<file path="src/rtl/tm_lif_sweep_ctrl.sv">
// tm_lif_sweep_ctrl: sequencer for the time-multiplexed LIF datapath and its
// membrane-voltage DPRAM. Each timestep it reads neurons 0..N, writes each
// one back PIPE_LAT cycles later, and queues spiking neuron indices in an
// AER FIFO. On request it writes Vrst to neurons 0..N instead.
//
// Ports:
//   clk_in, reset_n          clock (rising edge), async active-low reset
//   tick, init_req, n_last   timestep start, clear request, last neuron index
//   rd_en, rd_addr           DPRAM read port
//   wr_en, wr_addr, wr_init  DPRAM write port; wr_init selects Vrst data
//   lif_spike                datapath spike, aligned with the sweep write
//   aer_valid/addr/ready     FWFT spike FIFO head and pop handshake
//   busy, step_done          FSM not idle, end-of-sweep pulse
//   tick_missed, aer_ovf     sticky error flags, cleared on entry to INIT
module tm_lif_sweep_ctrl #(
  parameter int unsigned ADDR_W   = 10,
  parameter int unsigned PIPE_LAT = 5,
  parameter int unsigned FIFO_AW  = 4
) (
  input  logic              clk_in,
  input  logic              reset_n,
  input  logic              tick,
  input  logic              init_req,
  input  logic [ADDR_W-1:0] n_last,
  output logic              rd_en,
  output logic [ADDR_W-1:0] rd_addr,
  output logic              wr_en,
  output logic [ADDR_W-1:0] wr_addr,
  output logic              wr_init,
  input  logic              lif_spike,
  output logic              aer_valid,
  output logic [ADDR_W-1:0] aer_addr,
  input  logic              aer_ready,
  output logic              busy,
  output logic              step_done,
  output logic              tick_missed,
  output logic              aer_ovf
);

  localparam int unsigned Depth = 2 ** FIFO_AW;

  typedef enum logic [1:0] {StIdle, StInit, StSweep, StDrain} state_e;

  state_e            state_q, state_d;
  logic [ADDR_W-1:0] cnt_q, cnt_d;
  logic [ADDR_W-1:0] n_q, n_d;
  logic              pend_q, pend_d;
  logic              tick_missed_q, tick_missed_d;
  logic              aer_ovf_q, aer_ovf_d;
  logic              enter_init;

  // Read strobe/address delay line feeding the sweep write-back.
  logic [PIPE_LAT-1:0] dl_en_q;
  logic [ADDR_W-1:0]   dl_addr_q [PIPE_LAT];
  logic                sweep_wr;
  logic                drain_done;

  logic [ADDR_W-1:0] fifo_mem_q [Depth];
  logic [FIFO_AW:0]  wptr_q, rptr_q;
  logic              fifo_empty, fifo_full, push, pop, push_ok;

  assign sweep_wr   = dl_en_q[PIPE_LAT-1];
  assign drain_done = (state_q == StDrain) && (dl_en_q == '0);

  // State register
  always_ff @(posedge clk_in or negedge reset_n) begin
    if (!reset_n) begin
      state_q <= StIdle;
      cnt_q   <= '0;
      n_q     <= '0;
    end else begin
      state_q <= state_d;
      cnt_q   <= cnt_d;
      n_q     <= n_d;
    end
  end

  // Next-state logic. A pending or coincident init request is taken straight
  // from the end of DRAIN so INIT follows step_done without an idle cycle.
  always_comb begin
    state_d    = state_q;
    cnt_d      = cnt_q;
    n_d        = n_q;
    enter_init = 1'b0;
    unique case (state_q)
      StIdle: begin
        if (init_req || pend_q) begin
          state_d    = StInit;
          n_d        = n_last;
          cnt_d      = '0;
          enter_init = 1'b1;
        end else if (tick) begin
          state_d = StSweep;
          n_d     = n_last;
          cnt_d   = '0;
        end
      end
      StInit, StSweep: begin
        if (cnt_q == n_q) begin
          state_d = (state_q == StInit) ? StIdle : StDrain;
          cnt_d   = '0;
        end else begin
          cnt_d = cnt_q + 1'b1;
        end
      end
      StDrain: begin
        if (drain_done) begin
          if (init_req || pend_q) begin
            state_d    = StInit;
            n_d        = n_last;
            cnt_d      = '0;
            enter_init = 1'b1;
          end else begin
            state_d = StIdle;
          end
        end
      end
      default: state_d = StIdle;
    endcase
  end

  // Outputs
  always_comb begin
    rd_en     = 1'b0;
    rd_addr   = '0;
    wr_en     = 1'b0;
    wr_addr   = '0;
    wr_init   = 1'b0;
    busy      = (state_q != StIdle);
    step_done = drain_done;
    if (state_q == StSweep) begin
      rd_en   = 1'b1;
      rd_addr = cnt_q;
    end
    if (state_q == StInit) begin
      wr_en   = 1'b1;
      wr_init = 1'b1;
      wr_addr = cnt_q;
    end else if (sweep_wr) begin
      wr_en   = 1'b1;
      wr_addr = dl_addr_q[PIPE_LAT-1];
    end
  end

  // Sticky flags and pending init. A tick that loses to an init in the same
  // cycle is still reported, so it overrides the clear on INIT entry.
  always_comb begin
    pend_d        = pend_q;
    tick_missed_d = tick_missed_q;
    aer_ovf_d     = aer_ovf_q;
    if (enter_init) begin
      pend_d        = 1'b0;
      tick_missed_d = tick;
      aer_ovf_d     = 1'b0;
    end else begin
      if (init_req && (state_q == StSweep || state_q == StDrain)) pend_d = 1'b1;
      if (tick && state_q != StIdle) tick_missed_d = 1'b1;
      if (push && !push_ok) aer_ovf_d = 1'b1;
    end
  end

  always_ff @(posedge clk_in or negedge reset_n) begin
    if (!reset_n) begin
      pend_q        <= 1'b0;
      tick_missed_q <= 1'b0;
      aer_ovf_q     <= 1'b0;
    end else begin
      pend_q        <= pend_d;
      tick_missed_q <= tick_missed_d;
      aer_ovf_q     <= aer_ovf_d;
    end
  end

  assign tick_missed = tick_missed_q;
  assign aer_ovf     = aer_ovf_q;

  always_ff @(posedge clk_in or negedge reset_n) begin
    if (!reset_n) begin
      dl_en_q <= '0;
      for (int i = 0; i < PIPE_LAT; i++) dl_addr_q[i] <= '0;
    end else begin
      dl_en_q      <= {dl_en_q[PIPE_LAT-2:0], rd_en};
      dl_addr_q[0] <= rd_addr;
      for (int i = 1; i < PIPE_LAT; i++) dl_addr_q[i] <= dl_addr_q[i-1];
    end
  end

  // AER FIFO: extra pointer MSB separates full from empty.
  assign fifo_empty = (wptr_q == rptr_q);
  assign fifo_full  = (wptr_q[FIFO_AW] != rptr_q[FIFO_AW]) &&
                      (wptr_q[FIFO_AW-1:0] == rptr_q[FIFO_AW-1:0]);
  assign push       = sweep_wr && lif_spike;
  assign pop        = !fifo_empty && aer_ready;
  assign push_ok    = push && (!fifo_full || pop);

  always_ff @(posedge clk_in or negedge reset_n) begin
    if (!reset_n) begin
      wptr_q <= '0;
      rptr_q <= '0;
    end else if (enter_init) begin
      wptr_q <= '0;
      rptr_q <= '0;
    end else begin
      if (push_ok) wptr_q <= wptr_q + 1'b1;
      if (pop)     rptr_q <= rptr_q + 1'b1;
    end
  end

  always_ff @(posedge clk_in) begin
    if (push_ok) fifo_mem_q[wptr_q[FIFO_AW-1:0]] <= wr_addr;
  end

  assign aer_valid = !fifo_empty;
  // Gate the head so unwritten storage never reaches the port.
  assign aer_addr  = aer_valid ? fifo_mem_q[rptr_q[FIFO_AW-1:0]] : '0;

endmodule

</file>
<file path="config.mk">
export PLATFORM = sky130hd
export DESIGN_NAME = tm_lif_sweep_ctrl
export DESIGN_NICKNAME = d
export VERILOG_FILES = /design/src/rtl/tm_lif_sweep_ctrl.sv
export SDC_FILE = /design/constraint.sdc
export NUM_CORES = 1
export LEC_CHECK = 0
export ABC_AREA = 1
export BUFFER_PORTS_ARGS = -buffer_cell sky130_fd_sc_hd__buf_4
export CORE_ASPECT_RATIO = 1.75
export CORE_MARGIN = 1
export CORE_UTILIZATION = 40
export DETAILED_ROUTE_END_ITERATION = 10
export SYNTH_ARGS = -nofsm -noshare
export SYNTH_HDL_FRONTEND = slang
export SYNTH_SLANG_ARGS = --single-unit
</file>
<file path="constraint.sdc">
create_clock -name clk_in -period 2.6 [get_ports clk_in]
set_input_delay 0.13 -clock clk_in [delete_from_list [all_inputs] [get_ports clk_in]]
set_output_delay 0.13 -clock clk_in [all_outputs]
set_load 0.1 [all_outputs]
</file>
==> Word-level counts from Yosys, hierarchy flattened <==
Memories as Yosys holds them, arrays and structs flattened.
Index checks and enable logic that the tools add are counted.
{ "totals": {"register_bits": 90, "ram_bits": 160, "out_inout_bits": 38, "elab_cells": 97, "memories": 1} }
{ "classes": {"addsub": 3, "n_eq_ne": 11, "muxes": 41, "n_reduce_logical": 27} }
{ "memory_table": {"columns": ["memory", "words", "width", "read_ports", "rd_clocked_by_memory_dff", "wr", "line", "text"], "rows": [
  ["fifo_mem_q", 16, 10, 1, 0, 1, "58", "logic [ADDR_W-1:0] fifo_mem_q [Depth];"]
]} }
{ "ops": {"columns": ["operator", "n"], "rows": [
  ["two-way mux 10 bit", 13],
  ["case mux 10 bit (3 select lines)", 1],
  ["two-way mux 5 bit", 4],
  ["case mux 10 bit (2 select lines)", 1],
  ["two-way mux 1 bit", 15],
  ["nonzero test 2 bit", 7],
  ["adder 10 x 1 -> 10 bit (second input constant)", 1],
  ["adder 5 x 1 -> 5 bit (second input constant)", 2],
  ["equality test 10 bit", 1],
  ["two-way mux 2 bit", 5],
  ["logical AND 1 bit", 8],
  ["case mux 2 bit (3 select lines)", 1],
  ["AND reduction 3 bit", 2],
  ["equality test 5 bit", 1],
  ["zero test 5 bit", 1],
  ["equality test 2 bit (second input constant)", 2],
  ["equality test 4 bit", 1],
  ["!= test 2 bit (second input constant)", 2],
  ["AND reduction 4 bit", 1],
  ["zero test 1 bit", 3],
  ["logical OR 1 bit", 3],
  ["!= test 3 bit (second input constant)", 1],
  ["equality test 2 x 1 -> 1 bit (second input constant)", 1],
  ["zero test 2 bit", 1],
  ["other kinds (4)", 4]
]} }

==> Logic depth before layout (Yosys ltp) <==
Gate-level depths: netlist (run 1).
{ "logic_depth": {"word_depth": 9, "depth_mapped": 10} }

==> Worst setup path after synthesis (run 1) <==
No wires, ideal clock.
{ "synth_path": {"kind": "register to register", "startpoint": "reg state_q[1]", "endpoint": "mem fifo_mem_q[0][9], data pin", "arrival_time_ps": 4412, "required_ps": 1860, "slack_ps": -2552, "path_stages_with_launch": 6, "period_less_slack_ps": 5152, "path_cell_list": "dfrtp_1 > inv_1 > ha_1 > inv_1 > clkbuf_1 > o21ai_0"} }
{ "synth_between": {"elab_chain_cells": 2} }
{ "synth_lines": {"columns": ["item", "line", "text"], "rows": [
  ["start: declaration", "44", "state_e state_q, state_d;"],
  ["start signal: assignment", "68", "state_q <= StIdle;"],
  ["start signal: assignment", "72", "state_q <= state_d;"],
  ["equality test 2 x 1 -> 1 bit", "135", "if (state_q == StInit) begin"],
  ["two-way mux 10 bit", "135", null],
  ["via wr_addr[9]", "28", "output logic [ADDR_W-1:0] wr_addr,"],
  ["end: declaration", "58", null]
]} }
The timed path passes the listed nets, and every way through them passes these cells.

==> Worst setup path after layout (run 1) <==
{ "layout_path": {"startpoint": "reg rptr_q[0]", "endpoint": "out aer_addr[7]"} }
{ "layout_between": {"elab_chain_cells": 2, "word_cells_on_any_way": 3} }
{ "layout_lines": {"columns": ["item", "line", "text"], "rows": [
  ["start: declaration", "59", "logic [FIFO_AW:0] wptr_q, rptr_q;"],
  ["start signal: assignment", "205", "if (pop) rptr_q <= rptr_q + 1'b1;"],
  ["memory (16 x 10 bit) / equality test 5 bit (equally long branches)", null, null],
  ["two-way mux 10 bit (*)", "215", "assign aer_addr = aer_valid ? fifo_mem_q[rptr_q[FIFO_AW-1:0]] : '0;"],
  ["end: declaration", "32", "output logic [ADDR_W-1:0] aer_addr,"]
]} }
Every way passes the cells marked *; elsewhere a longest branch is shown, timed or not.

==> impl_table.tex, run 1 <==
\begin{tabular}{lr}
\hline
Metric & Value \\
\hline
\multicolumn{2}{l}{\textbf{Final layout}} \\
\quad Final net count & 1,052 \\
\quad Area added between synthesis and finish & 19.8\% \\
\quad Non-filler cells, final & 1,356 \\
\quad Layout Utilization & 0.488 \\
\quad \# diodes & 0 \\
\quad Share of layout cells above drive strength 1 & 0.160 \\
\multicolumn{2}{l}{\textbf{Run}} \\
\quad Number of max-cap violations & 0 \\
\multicolumn{2}{l}{\textbf{Clocking}} \\
\quad H-tree levels & 1 \\
\quad Number of clock sinks & 250 \\
\quad CTS tree & done \\
\quad Clk root buf & sky130\_fd\_sc\_hd\_\_clkbuf\_16 \\
\quad Cts bufs inserted & 22 \\
\quad Clock latency reported for the late side of the worst-skew pair & 530 ps \\
\quad Maximum clock path buffer count & 3 \\
\quad Clock input transition at the sequential cells of the worst setup and hold paths & 70 ps \\
\multicolumn{2}{l}{\textbf{Run status}} \\
\quad Run status & finished, final reports clean \\
\multicolumn{2}{l}{\textbf{Worst setup path}} \\
\quad Critical path required time & 2470 ps \\
\quad Crit. End Element & output pin \\
\quad Critical-path cell list & inv\_4, buf\_12, nor2\_1, o21ai\_1, nand2\_1, nand2\_1, inv\_1, a21oi\_1, buf\_6 \\
\quad Crit-path leading delay family & buffers and inverters \\
\quad Top cell by count, worst path & sky130\_fd\_sc\_hd\_\_nand2\_1 \\
\quad Delay of the slowest cell on the worst path & 550 ps \\
\quad Worst path bufs/invs & 4 \\
\quad Register-to-register path setup slack & 550 ps \\
\quad CP max stage cell & sky130\_fd\_sc\_hd\_\_dfrtp\_4 \\
\quad CP startpoint kind & flop \\
\quad Largest fanout on the critical path & 24 \\
\quad Crit path arrival time & 2380 ps \\
\quad Worst setup path category & flop to output pin \\
\multicolumn{2}{l}{\textbf{Pwr}} \\
\quad Max rail drop VDD & 0.000894 V \\
\quad Sw power & 5.79 mW \\
\quad Share of total power in combinational logic & 0.413 \\
\quad Switching power as a share of total power & 0.423 \\
\quad Power share of the clock group & 0.243 \\
\quad Pint & 7.90 mW \\
\quad Leakage Power & 5.20 nW \\
\quad Final total power & 13.7 mW \\
\quad Sequential share of power & 0.344 \\
\quad Power density cells & 1110 nW/um\^{}2 \\
\multicolumn{2}{l}{\textbf{Placed design}} \\
\quad Buffers added on ports & 53 \\
\quad Half-perimeter wire length after placement & 16.3 mm \\
\quad Weighted congestion reported at the end of routability-driven placement & 0.830 \\
\quad Instance count after placement with tap cells included & 1,294 \\
\multicolumn{2}{l}{\textbf{Logic synthesis}} \\
\quad Register area share after synthesis & 0.687 \\
\quad Post-synth top area cell & sky130\_fd\_sc\_hd\_\_edfxtp\_1 \\
\quad YS warnings & 0 \\
\quad Proportion of synthesized flip-flops having asynchronous set or reset & 0.360 \\
\quad Leading cell types by count after synthesis & 172 x sky130\_fd\_sc\_hd\_\_nor2\_1, 160 x sky130\_fd\_sc\_hd\_\_edfxtp\_1, 130 x sky130\_fd\_sc\_hd\_\_nand2\_1 \\
\quad Number of enable flip-flop cells after synthesis & 160 \\
\quad Share of Yosys cell area claimed by the top area cell type & 0.468 \\
\quad Most used standard cell by instance count after synthesis & sky130\_fd\_sc\_hd\_\_nor2\_1 \\
\quad Number of different library cells in the post-synthesis netlist & 31 \\
\quad Synthesized instance count & 931 \\
\quad Yosys reg bits & 250 \\
\quad Netlist area before placement & 10,300 sq um \\
\quad Post-synthesis area per instance & 11.0 sq um \\
\quad Top FF cell, synth & sky130\_fd\_sc\_hd\_\_edfxtp\_1 \\
\quad Synthesized netlist net count & 958 \\
\quad Top cells by area in the synthesized netlist & sky130\_fd\_sc\_hd\_\_edfxtp\_1 47\%, sky130\_fd\_sc\_hd\_\_dfrtp\_1 22\%, sky130\_fd\_sc\_hd\_\_nor2\_1 6.3\%, sky130\_fd\_sc\_hd\_\_nand2\_1 4.7\%, sky130\_fd\_sc\_hd\_\_o21ai\_0 3.9\% \\
\multicolumn{2}{l}{\textbf{Die}} \\
\quad Count of boundary I/O pins & 54 \\
\quad Die boundary height & 214 microns \\
\quad Placeable core region & 25,200 sq um \\
\quad Rows & 77 \\
\quad Area of the die & 26,400 sq um \\
\quad Chip Width & 123 microns \\
\quad Starting density of the core & 0.407 \\
\multicolumn{2}{l}{\textbf{GRT}} \\
\quad Overall fraction of global-route tracks in use & 0.193 \\
\quad Initial antenna violation count & 0 \\
\quad First-pass GRT wire length & 38.1 mm \\
\quad Via count of the first global-routing pass & 6,972 \\
\quad Overflow after GRT & 0 \\
\quad Largest net degree at the start of global routing & 71 \\
\multicolumn{2}{l}{\textbf{Routing}} \\
\quad Detailed-route wire length & 24.6 mm \\
\quad Detailed Routing Iterations Pass 1 & 5 \\
\quad Vias per std cell & 5.11 \\
\quad Detail Route Antenna Nets & 0 \\
\quad Number of design rule violations left after detail routing & 0 \\
\quad Wire length per cell & 18.1 microns \\
\quad DR vias & 6,926 \\
\quad Number of DRC markers in iteration 0 & 452 \\
\multicolumn{2}{l}{\textbf{STA}} \\
\quad Min Hold Slack & 40.5 ps \\
\quad Final hold vios & 0 \\
\quad Achievable frequency & 399 MHz \\
\quad Pins over their slew limit & 0 \\
\quad Worst clock skew & 16.5 ps \\
\quad Post-route setup TNS & 0 ps \\
\quad Minimum clock period & 2510 ps \\
\quad Tightest slew margin relative to the limit & 0.633 \\
\quad Share of the cycle needed by the critical path after routing & 0.965 \\
\quad Actual transition at the worst max-transition pin & 548 ps \\
\quad Setup violation total in the final timing report & 0 \\
\multicolumn{2}{l}{\textbf{Worst hold path}} \\
\quad Type of the most critical hold path & input port to asynchronous set/reset pin \\
\hline
\end{tabular}
## area by class of cell
type | instances | area, sq um
fillers | 2275 | 12900
flip-flops and latches | 250 | 7060
multi-input cells | 562 | 2830
repair buffers | 113 | 1000
clock buffers | 30 | 634
well taps | 316 | 395
inverters | 76 | 290
clock inverters | 9 | 100
## cell usage in the layout (no fill, tap or decap), types with 20 or more instances in the layout
cell and n:
sky130_fd_sc_hd__o211ai_1 20, sky130_fd_sc_hd__clkbuf_16 23, sky130_fd_sc_hd__nand3_1 45, sky130_fd_sc_hd__buf_4 83
sky130_fd_sc_hd__nand2_1 130, sky130_fd_sc_hd__inv_1 69, sky130_fd_sc_hd__o21ai_1 40, sky130_fd_sc_hd__o21ai_0 71
sky130_fd_sc_hd__edfxtp_1 160, sky130_fd_sc_hd__dfrtp_1 88, sky130_fd_sc_hd__nor2_1 172
## stage by stage
step / area [sq um] / worst slack (ps)
after floorplan: 10400 / -374
after global placement: 11300 / 397
after detailed placement: 11300 / 408
after CTS: 12200 / 4.19
after global routing: 12300 / -15.3
final: 12300 / 91.9
## timing repair
item,CTS,global route
hold buffers,14,0
resized for setup,8,5
hold endpoints to repair,106,0
setup buffers,1,7
cloned,1,0
setup endpoints to repair,7,10
## layer usage
layer  wire, microns  GRT usage  vias to the layer above
li1                -          -                     3320
met5               0          0                        -
met2           13500      0.353                      183
met1            9120      0.216                     3366
met3             943     0.0226                       57
met4             992     0.0896                        0
## flip-flops by register name, summed over array words and instances, names as in the netlist
signal,cells
cnt_q,10
tick_missed,1
dl_en_q,5
rptr_q,5
state_q,2
aer_ovf,1
dl_addr_q,50
fifo_mem_q,160
wptr_q,5
pend_q,1
n_q,10
## power by group through the flow
stage	logic [mW]	registers (mW)	clock network, mW
2_1_floorplan	4.12	4.73	0
5_1_grt	6.13	4.75	3.53
3_5_place_dp	5.36	4.83	0
6_report	5.65	4.71	3.32
3_3_place_gp	5.32	4.83	0
4_1_cts	5.58	4.74	3.40
## cells by family (layout without fill, tap and decap cells)
logic type,Yosys count,after routing,share of synthesized area
AND/OR/NAND/NOR,372,372,0.150
flip-flops,250,250,0.687
AO/OA/AOI/OAI,164,164,0.0855
buffers and inverters,119,228,0.0509
XOR/XNOR,15,15,0.0135
adder cells (fa/ha/maj),11,11,0.0134
## worst paths after layout
kind,cells after the start,startpoint,endpoint
worst max-delay path,9,rptr_q[0]$_DFFE_PN0P_,aer_addr[7]
worst min-delay path,2,reset_n,tick_missed$_DFFE_PN0P_
worst max register to register,7,state_q[0]$_DFFE_PN0P_,rptr_q[0]$_DFFE_PN0P_
worst min register to register,0,dl_addr_q[11]$_DFF_PN0_,dl_addr_q[1]$_DFF_PN0_
max in group asynchronous,3,reset_n,dl_addr_q[25]$_DFF_PN0_
min in group clk_in,5,lif_spike,aer_ovf$_DFFE_PN0P_
(Power assumes the default switching activity.)
==> run 2: changes to the inputs <==
--- a/config.mk
+++ b/config.mk
@@ -11,6 +11,7 @@
 export CORE_MARGIN = 1
 export CORE_UTILIZATION = 40
 export DETAILED_ROUTE_END_ITERATION = 10
+export SETUP_SLACK_MARGIN = 0.1
 export SYNTH_ARGS = -nofsm -noshare
 export SYNTH_HDL_FRONTEND = slang
 export SYNTH_SLANG_ARGS = --single-unit
==> impl_table.tex, run 2 (synthesized netlist as in run 1, its figures left out) <==
\begin{tabular}{lr}
\hline
Metric & Value \\
\hline
\multicolumn{2}{l}{\textbf{Run status}} \\
\quad Run status & finished, final reports clean \\
\multicolumn{2}{l}{\textbf{GRT}} \\
\quad Via count of the first global-routing pass & 6,968 \\
\quad Overflow after GRT & 0 \\
\quad Largest net degree at the start of global routing & 84 \\
\quad First-pass GRT wire length & 37.9 mm \\
\quad Overall fraction of global-route tracks in use & 0.193 \\
\quad Initial antenna violation count & 0 \\
\multicolumn{2}{l}{\textbf{STA}} \\
\quad RSZ-0062 raised after global routing & yes \\
\quad Worst clock skew & 16.3 ps \\
\quad Pins over their slew limit & 0 \\
\quad Share of the cycle needed by the critical path after routing & 0.933 \\
\quad Post-route setup TNS & 0 ps \\
\quad Final hold vios & 0 \\
\quad Minimum clock period & 2430 ps \\
\quad Setup violation total in the final timing report & 0 \\
\quad Achievable frequency & 412 MHz \\
\quad Tightest slew margin relative to the limit & 0.370 \\
\quad Actual transition at the worst max-transition pin & 941 ps \\
\quad Final worst setup slack & 174 ps \\
\multicolumn{2}{l}{\textbf{Placed design}} \\
\quad Weighted congestion reported at the end of routability-driven placement & 0.857 \\
\quad Buffers added on ports & 53 \\
\quad Half-perimeter wire length after placement & 16.1 mm \\
\quad Pre-CTS setup slack & 452 ps \\
\multicolumn{2}{l}{\textbf{Pwr}} \\
\quad Max rail drop VDD & 0.00103 V \\
\quad Power density cells & 1130 nW/um\^{}2 \\
\quad Leakage Power & 5.42 nW \\
\quad Final total power & 14.4 mW \\
\multicolumn{2}{l}{\textbf{Worst setup path}} \\
\quad Worst setup path category & flop to output pin \\
\quad Crit. End Element & output pin \\
\quad CP startpoint kind & flop \\
\quad Worst path bufs/invs & 5 \\
\quad Crit-path leading delay family & buffers and inverters \\
\quad CP max stage cell & sky130\_fd\_sc\_hd\_\_dfrtp\_1 \\
\quad Crit path arrival time & 2300 ps \\
\quad Critical path required time & 2470 ps \\
\quad Critical-path cell list & buf\_4, buf\_4, nor2\_2, buf\_4, nand2\_1, nand2\_1, inv\_1, a21oi\_2, buf\_8 \\
\quad Largest fanout on the critical path & 11 \\
\quad Delay of the slowest cell on the worst path & 410 ps \\
\quad Top cell by count, worst path & sky130\_fd\_sc\_hd\_\_buf\_4 \\
\multicolumn{2}{l}{\textbf{Routing}} \\
\quad Number of design rule violations left after detail routing & 0 \\
\quad Number of DRC markers in iteration 0 & 447 \\
\quad Vias per std cell & 5.09 \\
\quad Detailed Routing Iterations Pass 1 & 4 \\
\quad Wire length per cell & 19.0 microns \\
\quad Detailed-route wire length & 26.3 mm \\
\quad DR vias & 7,056 \\
\quad Detail Route Antenna Nets & 0 \\
\multicolumn{2}{l}{\textbf{Clocking}} \\
\quad Clock latency reported for the late side of the worst-skew pair & 540 ps \\
\quad Maximum clock path buffer count & 3 \\
\quad Clk root buf & sky130\_fd\_sc\_hd\_\_clkbuf\_16 \\
\quad H-tree levels & 1 \\
\quad Number of clock sinks & 250 \\
\quad Cts bufs inserted & 24 \\
\quad CTS tree & done \\
\quad Clock input transition at the sequential cells of the worst setup and hold paths & 60 ps \\
\multicolumn{2}{l}{\textbf{Die}} \\
\quad Count of boundary I/O pins & 54 \\
\quad Starting density of the core & 0.407 \\
\quad Placeable core region & 25,200 sq um \\
\quad Die boundary height & 214 microns \\
\quad Chip Width & 123 microns \\
\quad Rows & 77 \\
\quad Area of the die & 26,400 sq um \\
\multicolumn{2}{l}{\textbf{Worst hold path}} \\
\quad Type of the most critical hold path & input port to flop \\
\multicolumn{2}{l}{\textbf{Final layout}} \\
\quad Area added between synthesis and finish & 24.5\% \\
\quad Commonest cells after routing, fill and taps aside & 171 x sky130\_fd\_sc\_hd\_\_nor2\_1, 160 x sky130\_fd\_sc\_hd\_\_edfxtp\_1, 130 x sky130\_fd\_sc\_hd\_\_nand2\_1 \\
\quad Share of layout cells above drive strength 1 & 0.187 \\
\quad Max reg flops & 160 \\
\quad Final net count & 1,078 \\
\quad Most frequent standard cell in the layout excluding fill and tap cells & sky130\_fd\_sc\_hd\_\_nor2\_1 \\
\quad \# diodes & 0 \\
\multicolumn{2}{l}{\textbf{Run}} \\
\quad Number of max-cap violations & 0 \\
\hline
\end{tabular}
[run 2: metal layers]
metal / GRT usage / vias to the layer above / routed length (microns)
met2: 0.362 / 147 / 14500
met4: 0.0920 / 0 / 1050
met3: 0.0226 / 54 / 879
met1: 0.207 / 3475 / 9960
met5: 0 / - / 0
li1: - / 3380 / -
[run 2: worst min-delay path, stage by stage]
cell,delay (ps)
sky130_fd_sc_hd__buf_4,80
sky130_fd_sc_hd__nand2_1,70
sky130_fd_sc_hd__nor2_1,110
sky130_fd_sc_hd__nor2_1,50
sky130_fd_sc_hd__nor2_1,70
[run 2: final cells by class]
cell class / instances / area [sq um]
inverters: 76 / 300
well taps: 316 / 395
clock inverters: 9 / 87.6
repair buffers: 137 / 1390
fillers: 2257 / 12500
clock buffers: 35 / 693
flip-flops and latches: 250 / 7060
multi-input cells: 562 / 2870
[run 2: final timing paths]
check / start / end / slack, ps / cells past startpoint
worst min register to register: dl_addr_q[39]$_DFF_PN0_ / dl_addr_q[29]$_DFF_PN0_ / 340 / 0
worst min-delay path: lif_spike / aer_ovf$_DFFE_PN0P_ / 20 / 5
worst max register to register: rptr_q[0]$_DFFE_PN0P_ / fifo_mem_q[13][6]$_DFFE_PP_ / 480 / 10
max in group asynchronous: reset_n / dl_addr_q[5]$_DFF_PN0_ / 1810 / 3
min in group asynchronous: reset_n / state_q[1]$_DFFE_PN0P_ / 140 / 2
worst max-delay path: rptr_q[2]$_DFFE_PN0P_ / aer_addr[3] / 170 / 9
[run 2: what timing repair did]
item,CTS,global route
hold buffers,14,0
endpoints found under the hold margin,60,0
setup endpoints to repair,15,16
pin swaps,1,4
setup buffers,1,18
resized for setup,26,28
gates cloned,2,6
[run 2: through the flow]
step	util	std cells	hold WS [ps]	area [sq um]
finish	0.507	1385	15.4	12800
global route	0.507	1385	33.4	12800
CTS	0.492	1361	7.39	12400
detailed placement	0.449	1300	173	11300
global placement	0.449	1300	176	11300
floorplan	-	931	-166	10400
[run 2: power by group]
| group | internal [mW] | switching, mW |
|---|---|---|
| combinational | 1.87 | 4.44 |
| sequential | 4.48 | 0.187 |
| clock | 1.96 | 1.48 |
